`src/rtl/aes_block_fifo.sv`:
```
// aes_block_fifo: DEPTH-entry valid/ready FIFO for AES blocks with occupancy and sync flush.
// The read data comes combinationally from registered storage, so there is no bypass when empty.
module aes_block_fifo #(
    parameter int WIDTH = 128,
    parameter int DEPTH = 4,
    localparam int CW = $clog2(DEPTH + 1),
    localparam int AW = $clog2(DEPTH)
) (
    input  logic             clock,
    input  logic             reset,
    input  logic             flush,
    input  logic             in_valid,
    output logic             in_ready,
    input  logic [WIDTH-1:0] in_data,
    output logic             out_valid,
    input  logic             out_ready,
    output logic [WIDTH-1:0] out_data,
    output logic [CW-1:0]    count,
    output logic             full,
    output logic             empty
);
    logic [WIDTH-1:0] mem_q [DEPTH];
    logic [AW-1:0]    wr_q, wr_d, rd_q, rd_d;
    logic [CW-1:0]    count_q, count_d;
    logic             full_q, full_d, empty_q, empty_d;
    logic             push, pop;

    // Acceptance looks only at registered full, never at out_ready.
    always_comb begin
        push    = in_valid & ~full_q;
        pop     = out_ready & ~empty_q;
        wr_d    = flush ? '0 : wr_q + AW'(push);
        rd_d    = flush ? '0 : rd_q + AW'(pop);
        count_d = flush ? '0 : count_q + CW'(push) - CW'(pop);
        full_d  = count_d == CW'(DEPTH);
        empty_d = count_d == '0;
    end

    always_ff @(posedge clock or posedge reset) begin
        if (reset) begin
            for (int i = 0; i < DEPTH; i++) mem_q[i] <= '0;
            wr_q    <= '0;
            rd_q    <= '0;
            count_q <= '0;
            full_q  <= 1'b0;
            empty_q <= 1'b1;
        end else begin
            if (push && !flush) mem_q[wr_q] <= in_data;
            wr_q    <= wr_d;
            rd_q    <= rd_d;
            count_q <= count_d;
            full_q  <= full_d;
            empty_q <= empty_d;
        end
    end

    assign in_ready  = ~full_q;
    assign out_valid = ~empty_q;
    assign out_data  = mem_q[rd_q];
    assign count     = count_q;
    assign full      = full_q;
    assign empty     = empty_q;
endmodule
```
`config.mk`:
```
export PLATFORM = sky130hd
export DESIGN_NAME = aes_block_fifo
export DESIGN_NICKNAME = d
export VERILOG_FILES = /design/src/rtl/aes_block_fifo.sv
export SDC_FILE = /design/constraint.sdc
export NUM_CORES = 1
export LEC_CHECK = 0
export ABC_AREA = 0
export BUFFER_PORTS_ARGS = -buffer_cell sky130_fd_sc_hd__buf_4
export CAP_MARGIN = 20
export CORE_MARGIN = 2
export CORE_UTILIZATION = 50
export DETAILED_ROUTE_END_ITERATION = 12
export PLACE_DENSITY = 0.7
export SLEW_MARGIN = 20
export SYNTH_ARGS = -nofsm -noshare
export SYNTH_HDL_FRONTEND = slang
export SYNTH_SLANG_ARGS = --single-unit
```
`constraint.sdc`:
```
create_clock -name clock -period 20.7 [get_ports clock]
set_input_delay 3.105 -clock clock [delete_from_list [all_inputs] [get_ports clock]]
set_output_delay 3.105 -clock clock [all_outputs]
set_load 0.05 [all_outputs]
```
* Yosys cells after proc, flatten, opt, wreduce, memory -nomap -nowiden
Index checks and enable logic that the tools add are counted.
Widths: inputs -> output; s select.
** Cells by class
- $add $sub $neg :: 4
- Order comparisons :: 3
- Eq/ne operators :: 1
- Muxes and demuxes :: 9
- Bitwise operators :: 6
- Reduce and logical (&&, ||, !) cells :: 4
** Operators by type and width (count)
- $bwmux 512 :: 1
- $mux 128 :: 3
- $bmux 128 s2 :: 1
- $demux 128 s2 :: 1
- $ge 3x3->1 const B :: 2
- $not 2->3 :: 2
- $add 2x1->2 :: 2
- $mux 2 :: 2
- $add 3x1->3 :: 1
- $eq 3x3->1 const B :: 1
- $logic_not 3->1 :: 1
- $lt 3x1->1 const B :: 1
- $mux 3 :: 1
- $sub 3x1->3 :: 1
- $and 1x1->1 :: 2
- $logic_and 1x1->1 :: 2
- $not 1->1 :: 2
- $logic_not 1->1 :: 1
** Word-level totals
- Flip-flop bits (word level) :: 521
- Bits of input ports :: 133
- Output and inout bits :: 135

* Longest topological paths before layout
Gate-level depths: netlist of run 1.
- Word-level depth :: 6
- Mapped depth :: 8

* Worst setup path before layout of run 1
No wires, ideal clock.
- Path type :: reg2out
- Start :: reg rd_q[0]
- End :: out out_data[23]
- Data arrival time :: 1.668 ns
- Data required time :: 17.595 ns
- Path slack :: 15.927 ns
- Stages on the path, launching flop included :: 5
- Buffers on the path :: 3
- Path through :: dfrtp_1 > buf_2 > buf_2 > buf_1 > mux4_2
** On the way
- Longest elaborated chain between the ends :: 4
** RTL lines
- start, declared :: RTL line 23 : logic [AW-1:0] wr_q, wr_d, rd_q, rd_d;
- start signal, assigned :: RTL line 50 : rd_q <= rd_d;
- $not 2->3 (not written as such) :: RTL line 59 : assign out_data = mem_q[rd_q];
- $bmux 128 s2 :: RTL line 59
- $mux 128 (not written as such) (2 in series) :: RTL line 59
- end, declared :: RTL line 17 : output logic [WIDTH-1:0] out_data,
No other way between the ends. The select of a mux whose other input is x is not followed.

* Worst setup path after layout of run 1
- Start :: reg rd_q[1]
- End :: out out_data[65]
The elaborated chain is that of the path after synthesis.

==> flow_summary.ini, run 1 <==
[setup_path]
critPathMostFrequentCell = buf_4
startpoint_type = flip-flop
critPathKind = reg2out
reg2regPathDepth = 5
critPathArrivalTime_ps = 3390
r2r_slack_ps = 17600
crit_chain = buf_4 > mux4_2 > buf_4
crit_family = flip-flops
worstSetupEndpointType = primary output
max_stage_delay_ps = 1070
crit_buf_inv = 2
reg2reg_to = mem_q[7]
required_ps = 17590
regToRegStartpoint = full
crit_fanout = 51
crit_slowest_cell = dfrtp_4

[sta]
finalSetupViolCount = 0
slew_headroom_pct = 31.44
max_freq_mhz = 153.9
rsz0062_at_grt = false
post-route-period-util_pct = 31.39
period_minus_slack_ps = 6497
tightest_slew_ps = 1028
hold_viol_final = 0
skew_ps = 8.877
finalMaxSlewViolations = 0
fin_setup_tns_ps = 0

[route]
drc = 0
dr_total_vias = 12060
routed_via_density = 5.561
drtIter0Drc = 664
ant_nets = 0
wirelength_um = 46970
drt-pass1-iter-count = 4
wl_per_cell_um = 21.65

[outcome]
status = finished clean

[pwr]
switching_share_pct = 36.44
power_frac_clock_pct = 21.9
pwr-share-comb_pct = 41.1
powerDensity_mw_per_mm2 = 169.6
power.static_leakage_nw = 12.05
peakVddDrop_v = 0.00009630
power_switching_w = 0.001653
p_seq_share_pct = 37.0
p_int_w = 0.002882

[yosys]
avgSynthCellArea_um2 = 17.56
synth_nets = 1416
synth_ff_type = dfrtp_1
yosysSeqAreaShare_pct = 58.10
yosys.area.top_type = dfrtp_1
syn_area_mm2 = 0.02244
async_flop_share_pct = 100.0
yosys_warnings = 0
yosys.area.top_type_share_pct = 57.98
ys_types = 22
synth.most_common_cell = dfrtp_1
synth_edf_count = 0
synthCells = 1278
synth_common_cells = dfrtp_1 (520), mux2_2 (512), mux4_2 (128), buf_2 (54), buf_6 (12)
synth_seq_cells = 521
yosys-top-cells-area = dfrtp_1 (58%), mux2_2 (26%), mux4_2 (13%), buf_2 (1.2%), buf_6 (0.60%)

[clock_network]
clock_sinks = 521
cts_resized = 0
cts_inserted_buffers = 54
cts_tree = built
clk_path_buf_depth = 3
clockRootBuffer = clkbuf_16
htreeDepth = 2
path_clk_slew_ps = 60
cts_setup_buffers = 0
cts_hold_buffers = 0
insertion_delay_ps = 580

[global_route]
grt_max_degree = 172
grt_pass1_vias = 13400
gr-total-overflow = 0
grt_usage_pct = 20.74
grt_pass1_wl_um = 75780
antenna_found_initial = 1

[place]
place.gp.congestion = 0.7241
place_area_mm2 = 0.02488
dp_hpwl_um = 28530
port-buffer-count = 267

[final_layout]
syn2layout_area_growth_pct = 19.13
antenna_cells = 0
finalNetCount = 1673
final_area_mm2 = 0.02674
drive_gt1_share_pct = 64.30

[hold_path]
hold_start = mem_q[335]
hold_depth = 1
hold_path_class = reg2reg
whs_endpoint = mem_q[335]

[floorplanning]
die-area_mm2 = 0.04660
core_mm2 = 0.04422
io_pins = 268
start_util_pct = 50.75
rows = 77
die_w_um = 215.9
die_y_um = 215.9

[job]
maxCapViolCount = 0
[worst register-to-register path, cell delays in order, from the launching register on]
cell and delay (ps):
dfrtp_1 420, nand2b_4 200, nand4bb_4 150, buf_4 790, buf_4 920, mux2_2 490
[worst max path at each step]
stage	startpoint	depth (start not counted)	endpoint
finish	rd_q[1]	3	out_data[65]
detailed placement	rd_q[1]	3	out_data[65]
floorplan	reset	1	count[0]
global placement	rd_q[1]	3	out_data[65]
global route	rd_q[1]	3	out_data[48]
CTS	rd_q[1]	3	out_data[65]
[per-layer routing]
layer / GRT usage, % / up-vias / part of all wire (%)
met1: 27.43 / 6500 / 43
li1: - / 5292 / -
met4: 4.368 / 2 / 1.4
met3: 6.131 / 52 / 6.2
met2: 34.22 / 215 / 49
met5: 0 / - / 0.034
[registers in the layout, summed over array words and instances (netlist names)]
| signal | count |
|---|---|
| full | 1 |
| rd_q | 2 |
| mem_q | 512 |
| wr_q | 2 |
| empty | 1 |
| count | 3 |
[kinds of logic (layout without fill, tap and decap cells)]
logic type,count (synthesis),count (layout),share of synthesized area [%]
multiplexers,640,640,38.53
AND/OR/NAND/NOR,17,17,0.5073
flip-flops,521,521,58.10
XOR/XNOR,3,3,0.1840
adder cells (fa/ha/maj),5,5,0.3122
buffers and inverters,92,391,2.364
[power by group through the flow]
stage                     sequential [W]  combinational, W  clock [W]
after floorplan                  0.00162           0.00145          0
after global placement           0.00168           0.00185          0
after detailed placement         0.00169           0.00188          0
after CTS                        0.00168           0.00189    0.00102
after global routing             0.00173           0.00196    0.00106
final                            0.00168           0.00187   0.000992
[metrics by stage]
step	instances	utilization (%)	hold WS (ps)	setup slack [ps]	power (W)
global placement	2070	56.25	481.9	14710	0.003524
finish	2169	60.46	499.5	14200	0.004535
CTS	2168	60.39	500.3	14060	0.004586
floorplan	1278	-	473.8	3042	0.003065
detailed placement	2070	56.25	487.2	14710	0.003576
global route	2169	60.46	505.2	13890	0.004757
[layout by cell type, fill, tap and decap left out]
cell,instances
dfrtp_1,518
mux2_2,512
buf_4,283
mux4_2,128
clkbuf_16,57
clkbuf_1,19
clkbuf_8,11
inv_1,6
nor2b_1,6
nor2_1,6
clkinv_2,6
bufinv_16,5
ha_1,4
xnor2_1,2
dfrtp_4,2
nand2b_4,1
or4b_4,1
nor4b_2,1
nor4_2,1
xor3_1,1
inv_8,1
nand4bb_4,1
fa_1,1
dfstp_2,1
buf_16,1
buf_6,1
buf_12,1
[final cells by class]
class                           count  area, µm²
Inverter                            7      33.78
Multi-Input combinational cell    665       8902
Clock inverter                     11      180.2
Sequential cell                   521      13050
Clock buffer                       87       1649
Tap cell                          592      740.7
Timing Repair Buffer              286       2183
Fill cell                        3333      17490
(Power assumes the default switching activity.)
==> run 2, diff against run 1 <==
--- a/config.mk
+++ b/config.mk
@@ -11,7 +11,7 @@
 export CORE_MARGIN = 2
 export CORE_UTILIZATION = 50
 export DETAILED_ROUTE_END_ITERATION = 12
-export PLACE_DENSITY = 0.7
+export PLACE_DENSITY = 0.73
 export SLEW_MARGIN = 20
 export SYNTH_ARGS = -nofsm -noshare
 export SYNTH_HDL_FRONTEND = slang
==> constraint.sdc (replaced) <==
create_clock -name clock -period 5.7 [get_ports clock]
set_input_delay 0.855 -clock clock [delete_from_list [all_inputs] [get_ports clock]]
set_output_delay 0.855 -clock clock [all_outputs]
set_load 0.05 [all_outputs]
==> run 2 against run 1 <==
Sequential share of layout area is essentially flat; clock skew rose by 2.2 ps; highest routed layer unchanged; cell count is essentially flat; critical path type unchanged; power grew to 3.6 times the previous value.
==> flow_summary.ini, run 2 (synthesized netlist as in run 1, its figures left out) <==
[setup_path]
critPathArrivalTime_ps = 2940
required_ps = 4850
startpoint_type = flip-flop
critPathKind = reg2out
worstSetupEndpointType = primary output
crit_fanout = 41

[pwr]
power.static_leakage_nw = 12.04
switching_share_pct = 36.62
p_seq_share_pct = 37.1
powerDensity_mw_per_mm2 = 614.1
p_int_w = 0.01041
peakVddDrop_v = 0.0004072
power_frac_clock_pct = 21.5
power_switching_w = 0.006015
power_w = 0.01643
pwr-share-comb_pct = 41.4

[clock_network]
clk_path_buf_depth = 3
cts_setup_buffers = 0
cts_resized = 0
clockRootBuffer = clkbuf_16
clock_sinks = 521
cts_tree = built
path_clk_slew_ps = 60
htreeDepth = 2
cts_hold_buffers = 0
cts_inserted_buffers = 55
insertion_delay_ps = 580

[sta]
whs_ps = 466.5
finalSetupViolCount = 0
skew_ps = 11.06
max_freq_mhz = 263.7
tightest_slew_ps = 1038
rsz0062_at_grt = false
post-route-period-util_pct = 66.52
finalMaxSlewViolations = 0
period_minus_slack_ps = 3792
slew_headroom_pct = 30.77
fin_setup_tns_ps = 0
hold_viol_final = 0

[place]
dpl.cell_count = 2075
port-buffer-count = 267
place.gp.congestion = 0.7202
dp_hpwl_um = 29010
place_area_mm2 = 0.02495

[route]
drc = 0
wl_per_cell_um = 21.83
routed_via_density = 5.642
dr_total_vias = 12250
wirelength_um = 47390
ant_nets = 0
drt-pass1-iter-count = 4
drtIter0Drc = 653

[floorplanning]
die-area_mm2 = 0.04660
rows = 77
io_pins = 268
die_y_um = 215.9
start_util_pct = 50.75
die_w_um = 215.9
core_mm2 = 0.04422

[global_route]
grt_pass1_vias = 13570
met3_usage_pct = 6.638
grt_usage_pct = 20.98
grt_pass1_wl_um = 76980
grt_max_degree = 182
busiest_layer = met2
use_met2_pct = 32.74
gr-total-overflow = 0
grt_util_met1_pct = 28.89
antenna_found_initial = 3

[final_layout]
layout_common_cells = dfrtp_1 (518), mux2_2 (512), buf_4 (286)
drive_gt1_share_pct = 64.45
final_common_cell = dfrtp_1
final_area_mm2 = 0.02675
finalNetCount = 1678
top_register = mem_q
largest_reg_flops = 512
stdcell_count = 2171
syn2layout_area_growth_pct = 19.17

[hold_path]
hold_path_class = in2async

[outcome]
status = finished clean

[job]
maxCapViolCount = 0
[run 2: cell types whose count changed in the layout (fill, tap and decap cells not counted), sizes merged]
cell / before / now
buf: 286 / 290
diode: 0 / 1
clkbuf: 87 / 91
clkinvlp: 0 / 2
bufinv: 5 / 2
inv: 7 / 6
clkinv: 6 / 1
[run 2: final timing paths]
path / to / startpoint / slack [ps] / cells after the start
setup / recovery: out_data[67] / rd_q[0] / 1910 / 3
hold / removal: mem_q[36] / reset / 470 / 2
setup reg to reg: mem_q[74] / full / 3140 / 4
hold reg to reg: mem_q[249] / mem_q[249] / 500 / 1
max in group asynchronous: mem_q[136] / reset / 3780 / 3
min in group clock: mem_q[249] / mem_q[249] / 500 / 1
[run 2: final cells by class]
cell class | instances | area (µm²)
fill | 3259 | 17480
sequential | 521 | 13050
multi-input combinational | 665 | 8902
timing repair buffer | 290 | 2227
clock buffer | 91 | 1724
tap | 592 | 740.7
clock inverter | 4 | 72.57
inverter | 7 | 30.03
antenna | 1 | 2.502
[run 2: metrics by stage]
| step | utilization [%] | setup WS, ps |
|---|---|---|
| after floorplan | - | -2232 |
| after global placement | 56.41 | 2425 |
| after detailed placement | 56.41 | 2402 |
| after CTS | 60.48 | 1760 |
| after global routing | 60.48 | 1684 |
| final | 60.48 | 1908 |
[run 2: power groups by stage]
stage | registers (W) | logic [W] | clock network, W
after floorplan | 0.00588 | 0.00526 | 0
after global placement | 0.00606 | 0.00672 | 0
after detailed placement | 0.00616 | 0.00685 | 0
after CTS | 0.00611 | 0.00686 | 0.00362
final | 0.00610 | 0.00680 | 0.00353
after global routing | 0.00631 | 0.00714 | 0.00377
[run 2: worst max-delay path, cell delays in order (launching register included)]
cell and delay (ps):
dfrtp_4 960, buf_4 640, mux4_2 450, buf_4 210
[run 2: routing by layer]
| metal | vias to the layer above | share of wire, % |
|---|---|---|
| li1 | 5301 | - |
| met1 | 6625 | 44 |
| met2 | 250 | 47 |
| met3 | 68 | 6.9 |
| met4 | 4 | 1.9 |
| met5 | - | 0.057 |
==> run 3, diff against run 2 <==
--- a/config.mk
+++ b/config.mk
@@ -11,7 +11,7 @@
 export CORE_MARGIN = 2
 export CORE_UTILIZATION = 50
 export DETAILED_ROUTE_END_ITERATION = 12
-export PLACE_DENSITY = 0.73
+export PLACE_DENSITY = 0.7
 export SLEW_MARGIN = 20
 export SYNTH_ARGS = -nofsm -noshare
 export SYNTH_HDL_FRONTEND = slang
==> constraint.sdc (replaced) <==
create_clock -name clock -period 4 [get_ports clock]
set_input_delay 0.6 -clock clock [delete_from_list [all_inputs] [get_ports clock]]
set_output_delay 0.6 -clock clock [all_outputs]
set_load 0.05 [all_outputs]
==> run 3 against run 2 <==
Largest power group unchanged; hold slack lost 300 ps; via count shrank 0.26%; core utilization grew 0.50 points; register-to-register slack lost 1700 ps; wire length grew 0.16%; cell count grew 0.60%; non-clock buffer count grew 10; power grew 43%.
==> flow_summary.ini, run 3 (synthesized netlist as in run 1, its figures left out) <==
[outcome]
status = finished clean

[setup_path]
worstSetupEndpointType = primary output
reg2regPathDepth = 4
startpoint_type = flip-flop
critPathKind = reg2out
required_ps = 3400
critPathArrivalTime_ps = 2570
crit_fanout = 28
r2r_slack_ps = 1460

[clock_network]
cts_setup_buffers = 0
cts_resized = 0
cts_tree = built
path_clk_slew_ps = 60
clockRootBuffer = clkbuf_16
cts_hold_buffers = 0
clk_path_buf_depth = 3
htreeDepth = 2
cts_inserted_buffers = 55
clock_sinks = 521
insertion_delay_ps = 590

[final_layout]
top_register = mem_q
regArea_mm2 = 0.01305
multi_input_area_mm2 = 0.008902
final_area_mm2 = 0.02696
finalNetCount = 1688
n_fill_cell = 3287
largest_reg_flops = 512
final_common_cell = dfrtp_1
drive_gt1_share_pct = 65.20
stdcell_count = 2184
syn2layout_area_growth_pct = 20.15
layout_common_cells = dfrtp_1 (518), mux2_2 (512), buf_4 (288)

[global_route]
gr-total-overflow = 0
grt_max_degree = 92
grt_usage_pct = 21.02
grt_pass1_wl_um = 76820
grt_pass1_vias = 13590
antenna_found_initial = 2

[sta]
finalMaxSlewViolations = 0
post-route-period-util_pct = 79.14
hold_viol_final = 0
max_freq_mhz = 315.9
tightest_slew_ps = 851.7
slew_headroom_pct = 43.22
fin_ws_ps = 834.2
rsz0062_at_grt = false
finalSetupViolCount = 0
skew_ps = 20.28
period_minus_slack_ps = 3166

[route]
routed_via_density = 5.593
drt-pass1-iter-count = 4
ant_nets = 0
drtIter0Drc = 622
wirelength_um = 47460
dr_total_vias = 12220
drc = 0
wl_per_cell_um = 21.73

[place]
place_area_mm2 = 0.02512
dp_slack_ps = 1301
place.gp.congestion = 0.7235
port-buffer-count = 267
dp_hpwl_um = 29470
dpl.cell_count = 2085

[floorplanning]
die_w_um = 215.9
die-area_mm2 = 0.04660
start_util_pct = 50.75
core_mm2 = 0.04422
rows = 77
die_y_um = 215.9
io_pins = 268

[pwr]
p_seq_share_pct = 36.7
powerDensity_mw_per_mm2 = 872.9
switching_share_pct = 36.58
pwr-share-comb_pct = 41.5
power.static_leakage_nw = 12.16
peakVddDrop_v = 0.0006104
power_frac_clock_pct = 21.8
p_int_w = 0.01493
power_w = 0.02354
power_switching_w = 0.008610

[job]
maxCapViolCount = 0

[hold_path]
hold_path_class = in2async
==> run 3: changes by cell type in the layout (fill, tap and decap cells not counted), sizes merged <==
| cell | before | now |
|---|---|---|
| bufinv | 2 | 5 |
| clkinvlp | 2 | 3 |
| clkinv | 1 | 13 |
| clkbuf | 91 | 76 |
| buf | 290 | 300 |
| diode | 1 | 3 |
==> run 3: area by class of cell <==
class                   count  area share [%]
flip-flops and latches    521           48.38
repair buffers            300           8.909
clock buffers              76           5.925
clock inverters            20          0.8816
inverters                   7          0.1114
diodes                      3         0.02784
multi-input cells         665           33.01
well taps                 592           2.747
==> run 3: per-stage QoR <==
stage / hold WS (ps) / utilization [%] / setup TNS [ps]
3_3_place_gp: 481.3 / 56.81 / 0
4_1_cts: 161.5 / 60.96 / 0
2_1_floorplan: 473.8 / - / -1913940
6_report: 163.1 / 60.98 / 0
5_1_grt: 189.0 / 60.96 / 0
3_5_place_dp: 486.9 / 56.81 / 0
==> run 3: final timing paths <==
kind | startpoint | endpoint
max in group asynchronous | reset | empty
min in group clock | in_data[92] | mem_q[476]
max | rd_q[1] | out_data[30]
max reg2reg | full | mem_q[140]
min | reset | mem_q[206]
min reg2reg | mem_q[4] | mem_q[4]
==> run 3: per-layer routing <==
metal  wire (µm)  global-route usage [%]
met2       22520                   33.22
met3        3196                   5.440
met1       20640                   29.00
met4        1086                   6.069
met5          14                       0
==> run 3: worst max-delay path, stage by stage (launching register included) <==
cell	delay [ps]
dfrtp_4	840
buf_4	350
mux4_2	560
buf_4	210
==> run 3: power groups by stage <==
stage | combinational, W | sequential (W) | clock (W)
finish | 0.00976 | 0.00864 | 0.00514
global route | 0.0103 | 0.00894 | 0.00548
CTS | 0.00987 | 0.00865 | 0.00527
detailed placement | 0.00985 | 0.00873 | 0
global placement | 0.00969 | 0.00859 | 0
floorplan | 0.00749 | 0.00837 | 0
